### src/rtl/arb_pkg.sv
// arb_pkg: shared state encoding and width helper for the round-robin arbiter
package arb_pkg;
  typedef enum logic {IDLE, GRANT} state_t;
  function automatic int clog2_min1(input int n);
    return (n <= 2) ? 1 : $clog2(n);
  endfunction
endpackage

### src/rtl/rr_pick.sv
// rr_pick: combinational rotating-priority picker, first set bit at or above ptr with wrap
module rr_pick import arb_pkg::*; #(
  parameter int N_REQ = 4,
  parameter int ID_W = clog2_min1(N_REQ)
) (
  input  logic [N_REQ-1:0] cand,
  input  logic [ID_W-1:0]  ptr,
  output logic [N_REQ-1:0] oh,
  output logic [ID_W-1:0]  idx,
  output logic             any
);
  assign any = |cand;
  assign oh = any ? N_REQ'(1) << idx : '0;
  always_comb begin
    idx = '0;
    for (int i = N_REQ - 1; i >= 0; i--)
      if (cand[(int'(ptr) + i) % N_REQ]) idx = ID_W'((int'(ptr) + i) % N_REQ);
  end
endmodule

### src/rtl/rr_req_arbiter.sv
// rr_req_arbiter: registered round-robin arbiter with bounded hold under contention
module rr_req_arbiter import arb_pkg::*; #(
  parameter int N_REQ = 4,
  parameter int MAX_HOLD = 8,
  localparam int ID_W = clog2_min1(N_REQ),
  localparam int HOLD_W = $clog2(MAX_HOLD + 1)
) (
  input  logic             clk,
  input  logic             rst_n,
  input  logic [N_REQ-1:0] req,
  output logic [N_REQ-1:0] gnt,
  output logic [ID_W-1:0]  gnt_id,
  output logic             gnt_valid
);
  state_t state, state_n;
  logic [ID_W-1:0] ptr, ptr_n, id_n, owner_nxt, pick_id;
  logic [HOLD_W-1:0] hold, hold_n;
  logic [N_REQ-1:0] gnt_n, cand, pick_oh;
  logic pick_any, own, hold_max;
  // gnt is zero in IDLE, so cand collapses to req there and on release
  assign cand = req & ~gnt;
  assign own = |(req & gnt);
  assign hold_max = hold == HOLD_W'(MAX_HOLD);
  assign owner_nxt = gnt_id == ID_W'(N_REQ - 1) ? '0 : gnt_id + ID_W'(1);
  rr_pick #(.N_REQ(N_REQ), .ID_W(ID_W)) u_pick (
    .cand(cand),
    .ptr(state == GRANT ? owner_nxt : ptr),
    .oh(pick_oh),
    .idx(pick_id),
    .any(pick_any)
  );
  always_comb begin
    state_n = state;
    gnt_n = gnt;
    id_n = gnt_id;
    ptr_n = ptr;
    hold_n = hold;
    if (state == IDLE) begin
      if (pick_any) begin
        state_n = GRANT;
        gnt_n = pick_oh;
        id_n = pick_id;
        hold_n = HOLD_W'(1);
      end
    end else if (!own || (pick_any && hold_max)) begin
      state_n = pick_any ? GRANT : IDLE;
      gnt_n = pick_oh;
      id_n = pick_id;
      ptr_n = owner_nxt;
      hold_n = pick_any ? HOLD_W'(1) : '0;
    end else begin
      hold_n = hold_max ? hold : hold + HOLD_W'(1);
    end
  end
  always_ff @(posedge clk or negedge rst_n) begin
    if (!rst_n) begin
      state <= IDLE;
      gnt <= '0;
      gnt_id <= '0;
      gnt_valid <= 1'b0;
      ptr <= '0;
      hold <= '0;
    end else begin
      state <= state_n;
      gnt <= gnt_n;
      gnt_id <= id_n;
      gnt_valid <= |gnt_n;
      ptr <= ptr_n;
      hold <= hold_n;
    end
  end
endmodule

### config.mk
export PLATFORM = sky130hd
export DESIGN_NAME = rr_req_arbiter
export DESIGN_NICKNAME = d
export VERILOG_FILES = /design/src/rtl/arb_pkg.sv /design/src/rtl/rr_pick.sv /design/src/rtl/rr_req_arbiter.sv
export SDC_FILE = /design/constraint.sdc
export NUM_CORES = 1
export LEC_CHECK = 0
export BUFFER_PORTS_ARGS = -buffer_cell sky130_fd_sc_hd__buf_2
export CAP_MARGIN = 10
export CORE_ASPECT_RATIO = 1.1
export CORE_MARGIN = 4
export CORE_UTILIZATION = 58
export DETAILED_ROUTE_END_ITERATION = 12
export PLACE_DENSITY_LB_ADDON = 0.2
export RECOVER_POWER = 100
export SLEW_MARGIN = 30
export SYNTH_ARGS = -nofsm -noshare
export SYNTH_HDL_FRONTEND = slang
export SYNTH_SLANG_ARGS = --single-unit
### constraint.sdc
create_clock -name clk -period 3 [get_ports clk]
set_input_delay 0.3 -clock clk [delete_from_list [all_inputs] [get_ports clk]]
set_output_delay 0.3 -clock clk [all_outputs]
set_load 0.02 [all_outputs]
==> impl_metrics.env <==
export IMPL_synth_xor_area_frac=0.0201
export IMPL_muxShareOfSynthArea=0.0617
export IMPL_synth_compound_area_frac=0.260
export IMPL_routabilityCongestion=0.812
export IMPL_worstHoldPathCells=3
export IMPL_synth_top_family_by_area="compound AO/OA/AOI/OAI gates"
export IMPL_clock_latency_ns=0.28
export IMPL_worstPathArrival_ns=2.38
export IMPL_synth_area_top_cells="dfrtp_1 40%, nand2_1 4.7%, ha_1 4.3%"
export IMPL_cp_required_ns=3.22
export IMPL_cp_depth=5
export IMPL_setup_worst_path_end="gnt_valid"
export IMPL_min_from="req[1]"
export IMPL_post_cts_resize_count=0
export IMPL_grt_overflow=0
export IMPL_wire_per_inst_um=15.4
export IMPL_outcome="completed"
export IMPL_reg2reg_slack_ns=0.85
export IMPL_tritoncts="done"
export IMPL_start_kind="flip-flop"
export IMPL_worstSetupPathType="flip-flop to flip-flop"
export IMPL_crit_path_start="gnt[1]"
export IMPL_grt_start_max_net_pins=15
export IMPL_num_vias=749
export IMPL_power_uw=1020
export IMPL_worst_slew_pin_slew_ns=0.740
export IMPL_synthFlopType="dfrtp_1"
export IMPL_vdd_ir_drop_worst_uv=608
export IMPL_setup_violations=0
export IMPL_fin_crit_sh=0.718
export IMPL_root_buffer="clkbuf_4"
export IMPL_drtIter0Drc=17
export IMPL_fp_coreArea_um2=1400
export IMPL_die_y_um=48.7
export IMPL_leakage_uw=0.000438
export IMPL_cp_buffers_inverters=0
export IMPL_grt_total_usage=0.190
export IMPL_yosys_area_top_type="dfrtp_1"
export IMPL_async_flop_share=1.00
export IMPL_path_delay_family="simple AND/OR/NAND/NOR gates"
export IMPL_fin_skew_ns=0.00157
export IMPL_via_per_inst=6.14
export IMPL_fin_setup_tns_ns=0
export IMPL_synth_top_area_frac=0.402
export IMPL_timing_rr_end="gnt_valid"
export IMPL_crit_fanout=8
export IMPL_fillers=121
export IMPL_syn_inst=90
export IMPL_initial_core_util=0.622
export IMPL_ant_nets=0
export IMPL_cts_setup_buffers=0
export IMPL_io_buffers=12
export IMPL_ff2ff_path_depth=5
export IMPL_synth_edf_count=0
export IMPL_diodes=0
export IMPL_drc=0
export IMPL_drt_first_pass_iters=4
export IMPL_antenna_found_initial=0
export IMPL_grt_pass1_vias=698
export IMPL_grt_first_pass_wirelength_mm=3.14
export IMPL_critPathMaxStageDelay_ns=0.62
export IMPL_rows=14
export IMPL_fp_dieArea_um2=2190
export IMPL_htreeDepth=1
export IMPL_rsz0062_at_grt="no"
export IMPL_drt_wl_total_mm=1.88
export IMPL_r2r_start="gnt[1]"
export IMPL_path_cells="nor2b_1 -> or4_1 -> a22oi_1 -> o41ai_1 -> nand2_1"
export IMPL_synthesis_area_um2=872
export IMPL_drv_cap=0
export IMPL_hold_path_class="primary input to flip-flop"
export IMPL_clock_sinks=14
export IMPL_power_density_nw_per_um2=1060
export IMPL_hpwl_mm=1.35
export IMPL_fin_nets=116
export IMPL_synth_fp_nets=99
export IMPL_synth_common_cells="14 x dfrtp_1, 11 x nand2_1, 7 x nor2_1"
export IMPL_clockBufferDepth=2
export IMPL_slowest_stage="or4_1"
export IMPL_syn_area_per_cell_um2=9.69
export IMPL_synth_warnings=0
export IMPL_drive_gt1_frac=0.113
export IMPL_ys_seq_area_frac=0.402
export IMPL_ys_seq_elements=14
export IMPL_slew_headroom=0.502
export IMPL_max_freq_mhz=464
export IMPL_synth_adder_area_share=0.0430
export IMPL_crit_path_end_kind="flip-flop"
export IMPL_clkTransAtPathRegs_ns=0.08
export IMPL_synth_simple_area_share=0.187
export IMPL_syn2layout_area_growth_pct=9.76
export IMPL_cts_hold_buf=1
export IMPL_hold_viol_final=0
export IMPL_layout_min_cycle_time_ns=2.15
export IMPL_drv_slew=0
export IMPL_synth_most_common_cell="dfrtp_1"
export IMPL_die_width_um=45.0
export IMPL_ios=13
export IMPL_post_synth_num_cell_types=35
export IMPL_cts_buffers=3
[placed cells by master, fill, tap and decap left out, drive strengths merged]
cell / Yosys / layout
a21o: 1 / 1
a21oi: 2 / 2
a221oi: 1 / 1
a22o: 3 / 3
a22oi: 1 / 1
a31o: 1 / 1
a31oi: 1 / 1
a32oi: 1 / 1
and2b: 1 / 1
buf: 1 / 4
clkbuf: 0 / 12
dfrtp: 14 / 14
dlygate4sd3: 0 / 1
ha: 3 / 3
inv: 5 / 5
mux2: 3 / 3
mux2i: 2 / 2
nand2: 11 / 11
nand3: 3 / 3
nand3b: 1 / 1
nor2: 7 / 7
nor2b: 5 / 5
nor3: 1 / 1
nor4: 1 / 1
o211a: 1 / 1
o211ai: 1 / 1
o21a: 1 / 1
o21ai: 12 / 12
o2bb2ai: 1 / 1
o32ai: 1 / 1
o41ai: 1 / 1
or4: 1 / 1
xnor2: 1 / 1
xor2: 1 / 1
[tightest hold or removal path: cells and delay by family]
kind | cells | cell delay [ns]
AO/OA/AOI/OAI | 2 | 0.25
buffers and inverters | 1 | 0.11
[kinds of logic after synthesis]
kind of cell	count (synthesis)
flip-flops	14
buffers and inverters	6
adder cells (fa/ha/maj)	3
XOR/XNOR	2
multiplexers	5
AND/OR/NAND/NOR	31
AO/OA/AOI/OAI	29
[stage by stage]
step / worst slack [ns] / utilization / area [µm²] / hold slack [ns] / instances
floorplan: 1.26 / - / 872 / 0.00441 / 90
global placement: 1.22 / 0.676 / 947 / 0.205 / 117
detailed placement: 1.17 / 0.676 / 947 / 0.208 / 117
CTS: 1.20 / 0.709 / 993 / 0.420 / 122
global route: 0.634 / 0.683 / 957 / 0.419 / 122
finish: 0.845 / 0.683 / 957 / 0.415 / 122
[routing by layer]
layer,global-route usage,up-vias,share of wire
li1,-,363,-
met1,0.231,359,0.42
met2,0.321,22,0.52
met3,0.0222,5,0.045
met4,0.0878,0,0.022
met5,0,-,0
[state kept, by name, summed over array words and instances (netlist names)]
register   cells
gnt_valid      1
gnt            4
hold           4
gnt_id         2
state          1
ptr            2
[worst min path at each step]
stage	endpoint	slack [ns]
floorplan	gnt[0]	0.004
global placement	hold[2]	0.20
detailed placement	hold[2]	0.21
CTS	state	0.42
global route	state	0.42
finish	state	0.42
[layout make-up]
type	instances	area (µm²)	share of cell area
multi-input combinational	70	472	0.493
sequential	14	350	0.366
timing repair buffer	13	60.1	0.0627
clock buffer	4	36.3	0.0379
tap	16	20.0	0.0209
inverter	5	18.8	0.0196
[report_power, final]
group	switching (µW)	total (µW)	internal, µW
clock	62.4	136	74.0
combinational	321	537	217
sequential	78.0	341	263
No activity file was read; power rests on OpenSTA's default activity.
